$ cat src/rtl/uart_telemetry_link_if.sv
// Byte-level link between the telemetry framer and the duplex UART core.
// master = framer/parser side, slave = UART core side.
`timescale 1ns/1ps
interface uart_telemetry_link_if;
    logic [7:0] tx_byte;
    logic       tx_start;
    logic       tx_busy;
    logic       tx_done;
    logic [7:0] rx_byte;
    logic       rx_valid;

    modport master (
        output tx_byte, tx_start,
        input  tx_busy, tx_done, rx_byte, rx_valid
    );

    modport slave (
        input  tx_byte, tx_start,
        output tx_busy, tx_done, rx_byte, rx_valid
    );
endinterface

$ cat src/rtl/uart_telemetry_link.sv
// UART telemetry framer and command parser.
// TX: every PERIOD cycles snapshot NUM_CH channels, convert each to DIGITS
// ASCII decimal digits (saturating at all '9') and send "S:<digits>\n".
// RX: parse "L:<b0>..<bN-1>\n" frames and apply the bits to o_out_ctrl.
`timescale 1ns/1ps
module uart_telemetry_link #(
    parameter int NUM_CH  = 2,
    parameter int CH_W    = 16,
    parameter int DIGITS  = 3,
    parameter int PERIOD  = 1000000,
    parameter int NUM_OUT = 2
) (
    input  logic                   clk,
    input  logic                   rst_n,
    input  logic                   i_enable,
    input  logic [NUM_CH*CH_W-1:0] i_ch_data,
    uart_telemetry_link_if.master  bus,
    output logic [NUM_OUT-1:0]     o_out_ctrl,
    output logic                   o_frame_sent,
    output logic                   o_tick_overrun,
    output logic                   o_cmd_ok,
    output logic                   o_cmd_err
);
    localparam int NDIG      = NUM_CH * DIGITS;
    localparam int FRAME_LEN = 3 + NDIG;
    localparam int BW        = $clog2(FRAME_LEN);
    localparam int PW        = $clog2(PERIOD);
    localparam int CW        = (NUM_CH > 1)  ? $clog2(NUM_CH)  : 1;
    localparam int KW        = (DIGITS > 1)  ? $clog2(DIGITS)  : 1;
    localparam int DW        = (NDIG > 1)    ? $clog2(NDIG)    : 1;
    localparam int OW        = (NUM_OUT > 1) ? $clog2(NUM_OUT) : 1;
    localparam logic [31:0] LIMIT = 32'(10**DIGITS);

    localparam logic [7:0] C_S     = 8'h53;
    localparam logic [7:0] C_L     = 8'h4C;
    localparam logic [7:0] C_COLON = 8'h3A;
    localparam logic [7:0] C_NL    = 8'h0A;

    typedef enum logic [1:0] {T_IDLE, T_CONV, T_SEND} tx_state_t;
    typedef enum logic [1:0] {R_CMD, R_COLON, R_BIT, R_NL} rx_state_t;

    // ---------------- channel slicing and digit weights ----------------
    logic [CH_W-1:0] w_ch  [NUM_CH];
    logic [31:0]     w_pow [DIGITS];

    for (genvar gi = 0; gi < NUM_CH; gi++) begin : g_ch
        assign w_ch[gi] = i_ch_data[gi*CH_W +: CH_W];
    end

    // Digit 0 is the most significant one, so it carries the largest weight.
    for (genvar gi = 0; gi < DIGITS; gi++) begin : g_pow
        assign w_pow[gi] = 32'(10**(DIGITS-1-gi));
    end

    // ---------------- period counter ----------------
    logic [PW-1:0] r_per;
    logic          w_tick;

    assign w_tick = i_enable && (r_per == PW'(PERIOD-1));

    // Free-running period counter, parked at 0 while TX is disabled.
    always_ff @(posedge clk or negedge rst_n) begin
        if (!rst_n)          r_per <= '0;
        else if (!i_enable)  r_per <= '0;
        else if (w_tick)     r_per <= '0;
        else                 r_per <= r_per + 1'b1;
    end

    // ---------------- TX framer ----------------
    tx_state_t       r_tx_state;
    logic [CH_W-1:0] r_snap   [NUM_CH];
    logic [3:0]      r_digits [NDIG];
    logic [31:0]     r_rem;
    logic [3:0]      r_cnt;
    logic [CW-1:0]   r_ch;
    logic [KW-1:0]   r_dig;
    logic [DW-1:0]   r_didx;
    logic [BW-1:0]   r_bidx;
    logic            r_wait;
    logic [7:0]      r_tx_byte;
    logic            r_tx_start;
    logic            r_frame_sent;
    logic            r_tick_overrun;

    logic [CW-1:0]   w_ch_next;
    logic            w_sat;
    logic [DW-1:0]   w_dsel;
    logic [7:0]      w_byte;

    assign w_ch_next = r_ch + 1'b1;
    assign w_sat     = 32'(r_snap[r_ch]) >= LIMIT;
    assign w_dsel    = DW'(r_bidx - BW'(2));

    // Frame byte selected by the send index: header, digits, terminator.
    always_comb begin
        w_byte = C_NL;
        if (r_bidx == BW'(0))                  w_byte = C_S;
        else if (r_bidx == BW'(1))             w_byte = C_COLON;
        else if (r_bidx < BW'(FRAME_LEN-1))    w_byte = 8'h30 + {4'h0, r_digits[w_dsel]};
    end

    // TX FSM: snapshot on tick, repeated-subtraction conversion, byte handshake.
    always_ff @(posedge clk or negedge rst_n) begin
        if (!rst_n) begin
            r_tx_state     <= T_IDLE;
            r_rem          <= '0;
            r_cnt          <= '0;
            r_ch           <= '0;
            r_dig          <= '0;
            r_didx         <= '0;
            r_bidx         <= '0;
            r_wait         <= 1'b0;
            r_tx_byte      <= 8'h00;
            r_tx_start     <= 1'b0;
            r_frame_sent   <= 1'b0;
            r_tick_overrun <= 1'b0;
            for (int i = 0; i < NUM_CH; i++) r_snap[i]   <= '0;
            for (int i = 0; i < NDIG; i++)   r_digits[i] <= '0;
        end else begin
            r_tx_start     <= 1'b0;
            r_frame_sent   <= 1'b0;
            // A tick that lands mid-frame is only reported, never acted on.
            r_tick_overrun <= w_tick && (r_tx_state != T_IDLE);
            case (r_tx_state)
                T_IDLE: begin
                    if (w_tick) begin
                        for (int i = 0; i < NUM_CH; i++) r_snap[i] <= w_ch[i];
                        r_rem      <= 32'(w_ch[0]);
                        r_cnt      <= '0;
                        r_ch       <= '0;
                        r_dig      <= '0;
                        r_didx     <= '0;
                        r_tx_state <= T_CONV;
                    end
                end
                T_CONV: begin
                    // Store the digit once the remainder drops below the weight
                    // (at most 9 subtractions + 1 store cycle per digit).
                    if (w_sat || (r_rem < w_pow[r_dig]) || (r_cnt == 4'd9)) begin
                        r_digits[r_didx] <= w_sat ? 4'd9 : r_cnt;
                        r_didx           <= r_didx + 1'b1;
                        r_cnt            <= '0;
                        if (r_dig == KW'(DIGITS-1)) begin
                            r_dig <= '0;
                            if (r_ch == CW'(NUM_CH-1)) begin
                                r_bidx     <= '0;
                                r_wait     <= 1'b0;
                                r_tx_state <= T_SEND;
                            end else begin
                                r_ch  <= w_ch_next;
                                r_rem <= 32'(r_snap[w_ch_next]);
                            end
                        end else begin
                            r_dig <= r_dig + 1'b1;
                        end
                    end else begin
                        r_rem <= r_rem - w_pow[r_dig];
                        r_cnt <= r_cnt + 1'b1;
                    end
                end
                T_SEND: begin
                    if (r_wait) begin
                        if (bus.tx_done) begin
                            r_wait <= 1'b0;
                            if (r_bidx == BW'(FRAME_LEN-1)) begin
                                r_frame_sent <= 1'b1;
                                r_tx_state   <= T_IDLE;
                            end else begin
                                r_bidx <= r_bidx + 1'b1;
                            end
                        end
                    end else if (!bus.tx_busy) begin
                        r_tx_byte  <= w_byte;
                        r_tx_start <= 1'b1;
                        r_wait     <= 1'b1;
                    end
                end
                default: r_tx_state <= T_IDLE;
            endcase
        end
    end

    assign bus.tx_byte     = r_tx_byte;
    assign bus.tx_start    = r_tx_start;
    assign o_frame_sent    = r_frame_sent;
    assign o_tick_overrun  = r_tick_overrun;

    // ---------------- RX command parser ----------------
    rx_state_t        r_rx_state;
    logic [OW-1:0]    r_ridx;
    logic [NUM_OUT-1:0] r_shadow;
    logic [NUM_OUT-1:0] r_out_ctrl;
    logic             r_cmd_ok;
    logic             r_cmd_err;
    rx_state_t        w_resync;

    // An unexpected 'L' is treated as the start of a fresh command.
    assign w_resync = (bus.rx_byte == C_L) ? R_COLON : R_CMD;

    // RX FSM: only rx_valid cycles advance; outputs change only on a complete frame.
    always_ff @(posedge clk or negedge rst_n) begin
        if (!rst_n) begin
            r_rx_state <= R_CMD;
            r_ridx     <= '0;
            r_shadow   <= '0;
            r_out_ctrl <= '0;
            r_cmd_ok   <= 1'b0;
            r_cmd_err  <= 1'b0;
        end else begin
            r_cmd_ok  <= 1'b0;
            r_cmd_err <= 1'b0;
            if (bus.rx_valid) begin
                case (r_rx_state)
                    R_CMD: begin
                        if (bus.rx_byte == C_L) r_rx_state <= R_COLON;
                    end
                    R_COLON: begin
                        if (bus.rx_byte == C_COLON) begin
                            r_ridx     <= '0;
                            r_rx_state <= R_BIT;
                        end else begin
                            r_cmd_err  <= 1'b1;
                            r_rx_state <= w_resync;
                        end
                    end
                    R_BIT: begin
                        if (bus.rx_byte == 8'h30 || bus.rx_byte == 8'h31) begin
                            r_shadow[r_ridx] <= bus.rx_byte[0];
                            if (r_ridx == OW'(NUM_OUT-1)) r_rx_state <= R_NL;
                            else                          r_ridx     <= r_ridx + 1'b1;
                        end else begin
                            r_cmd_err  <= 1'b1;
                            r_rx_state <= w_resync;
                        end
                    end
                    R_NL: begin
                        if (bus.rx_byte == C_NL) begin
                            r_out_ctrl <= r_shadow;
                            r_cmd_ok   <= 1'b1;
                            r_rx_state <= R_CMD;
                        end else begin
                            r_cmd_err  <= 1'b1;
                            r_rx_state <= w_resync;
                        end
                    end
                    default: r_rx_state <= R_CMD;
                endcase
            end
        end
    end

    assign o_out_ctrl = r_out_ctrl;
    assign o_cmd_ok   = r_cmd_ok;
    assign o_cmd_err  = r_cmd_err;
endmodule

$ cat src/flat_wrapper.sv
// flat-port wrapper written by rule: the top's interface ports become plain ports
module uart_telemetry_link_flat 
#(
    parameter int NUM_CH  = 2,
    parameter int CH_W    = 16,
    parameter int DIGITS  = 3,
    parameter int PERIOD  = 1000000,
    parameter int NUM_OUT = 2
)
  (clk, rst_n, i_enable, i_ch_data, o_out_ctrl, o_frame_sent, o_tick_overrun, o_cmd_ok, o_cmd_err, bus_tx_byte, bus_tx_start, bus_tx_busy, bus_tx_done, bus_rx_byte, bus_rx_valid);
  uart_telemetry_link_if bus_i ();
  input  logic clk;
  input  logic rst_n;
  input  logic i_enable;
  input  logic [NUM_CH*CH_W-1:0] i_ch_data;
  output logic [NUM_OUT-1:0] o_out_ctrl;
  output logic o_frame_sent;
  output logic o_tick_overrun;
  output logic o_cmd_ok;
  output logic o_cmd_err;
  output wire logic [$bits(bus_i.tx_byte)-1:0] bus_tx_byte;
  output wire logic [$bits(bus_i.tx_start)-1:0] bus_tx_start;
  input wire logic [$bits(bus_i.tx_busy)-1:0] bus_tx_busy;
  input wire logic [$bits(bus_i.tx_done)-1:0] bus_tx_done;
  input wire logic [$bits(bus_i.rx_byte)-1:0] bus_rx_byte;
  input wire logic [$bits(bus_i.rx_valid)-1:0] bus_rx_valid;
  assign bus_tx_byte = bus_i.tx_byte;
  assign bus_tx_start = bus_i.tx_start;
  assign bus_i.tx_busy = bus_tx_busy;
  assign bus_i.tx_done = bus_tx_done;
  assign bus_i.rx_byte = bus_rx_byte;
  assign bus_i.rx_valid = bus_rx_valid;
  uart_telemetry_link #(.NUM_CH(NUM_CH), .CH_W(CH_W), .DIGITS(DIGITS), .PERIOD(PERIOD), .NUM_OUT(NUM_OUT)) u_core (.clk(clk), .rst_n(rst_n), .i_enable(i_enable), .i_ch_data(i_ch_data), .bus(bus_i), .o_out_ctrl(o_out_ctrl), .o_frame_sent(o_frame_sent), .o_tick_overrun(o_tick_overrun), .o_cmd_ok(o_cmd_ok), .o_cmd_err(o_cmd_err));
endmodule
$ cat config.mk
export PLATFORM = sky130hd
export DESIGN_NAME = uart_telemetry_link_flat
export DESIGN_NICKNAME = d
export VERILOG_FILES = /design/src/rtl/uart_telemetry_link_if.sv /design/src/rtl/uart_telemetry_link.sv /design/src/flat_wrapper.sv
export SDC_FILE = /design/constraint.sdc
export NUM_CORES = 1
export LEC_CHECK = 0
export ABC_CLOCK_PERIOD_IN_PS = 4200
export BUFFER_PORTS_ARGS = -buffer_cell sky130_fd_sc_hd__buf_2
export CAP_MARGIN = 20
export CORE_ASPECT_RATIO = 1.5
export CORE_MARGIN = 5
export CORE_UTILIZATION = 60
export DETAILED_ROUTE_END_ITERATION = 7
export PLACE_DENSITY = 0.87
export SYNTH_ARGS = -nofsm -noshare
export SYNTH_HDL_FRONTEND = slang
export SYNTH_SLANG_ARGS = --single-unit
$ cat constraint.sdc
create_clock -name clk -period 4.2 [get_ports clk]
set_input_delay 0.42 -clock clk [delete_from_list [all_inputs] [get_ports clk]]
set_output_delay 0.42 -clock clk [all_outputs]
set_load 0.02 [all_outputs]
After elaboration in Yosys (flattened, before gate mapping)
Index checks and enable logic that the tools add are counted.
{"block": "word_totals", "register_bits": 145, "output_inout_bits": 15, "wordCells": 203}
{"block": "classes", "eq_ne": 29, "n_mux": 91, "bitwise_logic": 7, "reduce_logical": 28, "n_addsub": 10, "order_cmp": 11}
{"op": "$mux W32", "count": 6}
{"op": "$mux W16", "count": 6}
{"op": "$bmux W32 S2", "count": 1}
{"op": "$pmux W32 S2", "count": 1}
{"op": "$mux W4", "count": 12}
{"op": "$mux W20", "count": 2}
{"op": "$lt A32 B32 Y1", "count": 1}
{"op": "$sub A32 B32 Y32", "count": 1}
{"op": "$mux W2", "count": 15}
{"op": "$mux W1", "count": 28}
{"op": "$bwmux W24", "count": 1}
{"op": "$eq A8 B6 Y1 const B", "count": 3}
{"op": "$mux W8", "count": 3}
{"op": "$add A20 B1 Y20 const B", "count": 1}
{"op": "$eq A20 B20 Y1 const B", "count": 1}
{"op": "$ne A2 B1 Y1 const B", "count": 9}
{"op": "$ge A16 B10 Y1 const B", "count": 1}
{"op": "$pmux W4 S2", "count": 2}
{"op": "$reduce_and A4 Y1", "count": 4}
{"op": "$reduce_and A3 Y1", "count": 5}
{"op": "$reduce_and A7 Y1", "count": 2}
{"op": "$bmux W4 S3", "count": 1}
{"op": "$demux W4 S3", "count": 1}
{"op": "$add A4 B1 Y4 const B", "count": 2}
{"op": "other kinds (40)", "count": 67}

Depth between registers and ports, before layout
{"block": "logic_depth", "ltp_word": 9, "ltp_mapped": 12, "depth_no_buf": 10}

Worst setup path before layout
Ideal clock, no wire load.
{"block": "synth_path", "path_kind": "register to register", "start": "register u_core.r_dig[0]", "end": "register u_core.r_digits[11] (netlist bit)", "setup_slack_ps": 1219, "path_stages_with_launch": 12, "t_arrival_ps": 2856, "required_time_ps": 4075, "setup_time_ps": 125, "cell_sequence": "dfrtp_1 > nor2_1 > inv_1 > ha_1 > o21a_1 > o21ai_0 > nand4_4 > or4_4 > buf_6 > nand2_8 > nand4b_4 > mux2_4"}
{"block": "synth_via", "elab_chain_cells": 8}
{"item": "start: declaration", "line_no": "uart_telemetry_link.sv:76", "rtl": "logic [KW-1:0] r_dig;"}
{"item": "start signal: assignment", "line_no": "uart_telemetry_link.sv:154", "rtl": "r_dig <= r_dig + 1'b1;"}
{"item": "$not A2 Y3 (implied by the code)", "line_no": "uart_telemetry_link.sv:139", "rtl": "if (w_sat || (r_rem < w_pow[r_dig]) || (r_cnt == 4'd9)) begin"}
{"item": "$bmux W32 S2", "line_no": "uart_telemetry_link.sv:139"}
{"item": "$mux W32 (implied by the code) (2 in series)", "line_no": "uart_telemetry_link.sv:139"}
{"item": "$lt A32 B32 Y1", "line_no": "uart_telemetry_link.sv:139"}
{"item": "$logic_or A1 B1 Y1 (2 in series)", "line_no": "uart_telemetry_link.sv:139"}
{"item": "$reduce_and A2 Y1 (no source line)"}
{"item": "end signal: indexed assignment", "line_no": "uart_telemetry_link.sv:140", "rtl": "r_digits[r_didx] <= w_sat ? 4'd9 : r_cnt;"}
{"item": "end: declaration", "line_no": "uart_telemetry_link.sv:72", "rtl": "logic [3:0] r_digits [NDIG];"}
Every way passes these cells. The select of a mux whose other input is x is not followed.
A chain may end at the register's enable or synchronous reset.

Worst setup path after layout
{"block": "layout_path", "start": "register u_core.r_dig[0]", "end": "register u_core.r_rem[17]"}
{"block": "layout_via", "elab_chain_cells": 9, "word_cells_on_any_way": 14, "classes_between": "1 x add/sub; 1 x order compare; 3 x eq/ne; 5 x mux; 1 x bitwise; 3 x reduce/logical"}
{"item": "$not A2 Y3 (implied by the code)", "line_no": "uart_telemetry_link.sv:139, uart_telemetry_link.sv:157"}
{"item": "$bmux W32 S2", "line_no": "uart_telemetry_link.sv:139, uart_telemetry_link.sv:157"}
{"item": "$mux W32 (implied by the code) (2 in series)", "line_no": "uart_telemetry_link.sv:139, uart_telemetry_link.sv:157"}
{"item": "$lt A32 B32 Y1", "line_no": "uart_telemetry_link.sv:139"}
{"item": "$logic_or A1 B1 Y1 (2 in series)", "line_no": "uart_telemetry_link.sv:139"}
{"item": "$ne A3 B3 Y1 (no source line) or $mux W32 (tied branches)"}
{"item": "$reduce_and A4 Y1 (no source line) or $pmux W32 S2 (tied branches)"}
{"item": "end signal: assignment", "line_no": "uart_telemetry_link.sv:128", "rtl": "r_rem <= 32'(w_ch[0]);"}
{"item": "end signal: assignment", "line_no": "uart_telemetry_link.sv:151", "rtl": "r_rem <= 32'(r_snap[w_ch_next]);"}
{"item": "end signal: assignment", "line_no": "uart_telemetry_link.sv:157", "rtl": "r_rem <= r_rem - w_pow[r_dig];"}
{"item": "end: declaration", "line_no": "uart_telemetry_link.sv:73", "rtl": "logic [31:0] r_rem;"}
Parallel ways exist; a longest one is shown, timed or not. The select of a mux whose other input is x is not followed.

==> reports/qor.csv <==
metric,value,unit
status,completed,
Fin. Hold Viols,0,
critical path arrival,3970,ps
area of the multi-input gates,0.00426,sq mm
gr ovfl total,0,
syn avg cell area,10.6,sq um
Leak Pwr,4.23,nW
clock latency on the worst-skew pair,420,ps
Layout Skew,6.43,ps
syn_nets,833,
CTS Buf Count,17,
WP data required,4510,ps
Reg-to-Reg End,u_core.r_rem[17],
Die Ht,153,um
first-pass GRT wire length,31300,um
Antenna diodes,0,
GR peak layer,met2,
Antenna Nets Post-Route,0,
GR Util met3,0.0420,
Syn Inst Count,763,
min Tclk post-route,3660,ps
full die area,0.0160,sq mm
area grow syn2layout,13.3,%
ys async rst share,1.00,
CP Class,reg2reg,
slew margin rel.,0.406,
fraction of final layout cells with drive strength greater than 1,0.228,
Top Ports,61,
ys flop type,dfrtp_1,
drt pass-1 iters,5,
Post-synth EDFFs,0,
warnings from Yosys,0,
post-CTS sizing,0,
unrepaired setup endpoints after global routing,false,
VDD IR-drop max,353,uV
Post-Syn Area,0.00812,sq mm
setup bufs post-CTS,0,
worst flop-to-flop path startpoint,u_core.r_dig[0],
setup TNS,0,ps
register area,0.00360,sq mm
GRT Overall Usage,0.237,
"Clk pin slew, worst setup/hold paths",60,ps
placed insts,962,
Starting Density,0.606,
Final period util,0.872,
vias per inst,6.36,
met2 Track Usage GR,0.425,
largest net degree at the start of global routing,97,
Critical Path Source Type,flip-flop,
fin worst setup slack,539,ps
initial drt markers,400,
IO Port Bufs,59,
"most common cell after layout, fill and taps aside",dfrtp_1,
vias in the first global route,6546,
r2r setup slk,540,ps
PwrDens,565,mW/mm^2
Max Clk Rate,273,MHz
CP max FO,17,
Fillers,980,
core area,0.0134,sq mm
clock tree sinks,144,
CTS tree,built,
Post-Place Setup Slack,628,ps
met1 Use GR,0.271,
RD Place Congestion,0.928,
Final Hold Slack,79.3,ps
actual slew at the worst max-slew pin,891,ps
Crit. End Element,flip-flop,
setup violators final,0,
DP HPWL,12700,um
Die X,105,um
sequential element share of the synthesized area,0.444,
most frequent cells in the layout,"dfrtp_1 (144), buf_2 (58), nor2_1 (56), nand2_1 (43), mux2_2 (37)",
min-delay worst type,in2async,
Seq cells post-synth,144,
Final Slew Violations,0,
worst-case clock buffer depth,2,
root buffer cell,clkbuf_16,
vias,6320,
Max-Cap Viols,0,
synth unique cells,75,
reg2reg path depth,10,
routed len/inst,18.6,um
post-cts hold buffer count,0,
Cell Rows,52,
layout net count,889,
overall routed net length,18500,um
post-route insts no fill,994,
initial antenna violation count,0,
Remaining DRCs,0,
Clock H-tree levels,4,
==> area by class of cell <==
type                            instances  share of cell area
Clock buffer                           22              0.0504
Sequential cell                       144               0.391
Clock inverter                         10              0.0198
Tap cell                              162              0.0220
Inverter                               26              0.0106
Multi-Input combinational cell        559               0.463
Timing Repair Buffer                   71              0.0430
==> per-stage QoR <==
step / instance area (sq um) / util / power [W]
final: 9210 / 0.687 / 0.00520
after global routing: 9210 / 0.687 / 0.00548
after CTS: 9210 / 0.687 / 0.00520
after detailed placement: 8560 / 0.639 / 0.00351
after global placement: 8550 / 0.638 / 0.00346
after floorplan: 8120 / - / 0.00307
==> report_power, final <==
group	internal (W)	switching (W)
clock network	0.00108	0.000571
logic	0.000692	0.00108
registers	0.00159	0.000189
==> synth_stat cells (6+ instances only) <==
cell type | number | area share
a211oi_1 | 8 | 0.0074
a21oi_1 | 26 | 0.016
a22o_1 | 11 | 0.012
a31oi_1 | 15 | 0.012
and2_1 | 6 | 0.0046
and3_1 | 11 | 0.0085
clkbuf_1 | 20 | 0.0092
dfrtp_1 | 144 | 0.44
ha_1 | 23 | 0.035
inv_1 | 26 | 0.012
mux2_1 | 9 | 0.012
mux2_2 | 37 | 0.051
mux2_4 | 16 | 0.030
mux2i_1 | 21 | 0.026
nand2_1 | 43 | 0.020
nand2b_1 | 9 | 0.0069
nand3_1 | 31 | 0.019
nand4_1 | 6 | 0.0046
nor2_1 | 56 | 0.026
nor2b_1 | 16 | 0.012
nor3_1 | 17 | 0.010
nor4_1 | 13 | 0.010
o211ai_1 | 14 | 0.013
o211ai_2 | 6 | 0.0092
o21a_1 | 6 | 0.0055
o21ai_0 | 30 | 0.018
o21ai_1 | 19 | 0.012
o22ai_1 | 8 | 0.0062
or3_1 | 12 | 0.0092
xnor2_1 | 12 | 0.013
xor2_1 | 10 | 0.011
==> critical path: stages (launching register included) <==
cell and delay [ps]:
dfrtp_1 410, nor2b_1 280, ha_1 260, fa_1 230
nor2b_1 70, o2111ai_1 410, nand4_4 210, or4_4 730
a21oi_4 540, nor2_2 150, a32o_1 250
==> worst max-delay path by stage <==
stage                          startpoint                   to  slack [ps]
after detailed placement  u_core.r_dig[0]     u_core.r_rem[12]         630
after floorplan           u_core.r_dig[0]  u_core.r_digits[11]        1220
after CTS                 u_core.r_dig[0]     u_core.r_rem[17]         610
after global placement    u_core.r_dig[0]     u_core.r_rem[13]         770
final                     u_core.r_dig[0]     u_core.r_rem[17]         540
after global routing      u_core.r_dig[0]     u_core.r_rem[17]         370
==> sequential cells by signal (all words and copies together), names as in the netlist, 2 cells and up <==
name and count:
u_core.bus.tx_byte 7, u_core.o_out_ctrl 2, u_core.r_bidx 4, u_core.r_cnt 4, u_core.r_didx 3, u_core.r_dig 2
u_core.r_digits 24, u_core.r_per 20, u_core.r_rem 32, u_core.r_rx_state 2, u_core.r_shadow 2, u_core.r_snap 32
u_core.r_tx_state 2
==> layer usage <==
metal | part of all wire | vias to the layer above
met5 | 0 | -
met4 | 0.031 | 0
met3 | 0.052 | 55
met2 | 0.54 | 233
met1 | 0.38 | 3106
li1 | - | 2926
==> cell families (layout without fill, tap and decap cells) <==
group	count (synthesis)	after routing	synth area share
AO/OA/AOI/OAI	173	173	0.149
XOR/XNOR	22	22	0.0237
adder cells (fa/ha/maj)	24	24	0.0379
buffers and inverters	60	129	0.0337
flip-flops	144	144	0.444
multiplexers	87	87	0.130
other	1	1	0.000462
AND/OR/NAND/NOR	252	252	0.181
No activity file was read; power rests on OpenSTA's default activity.
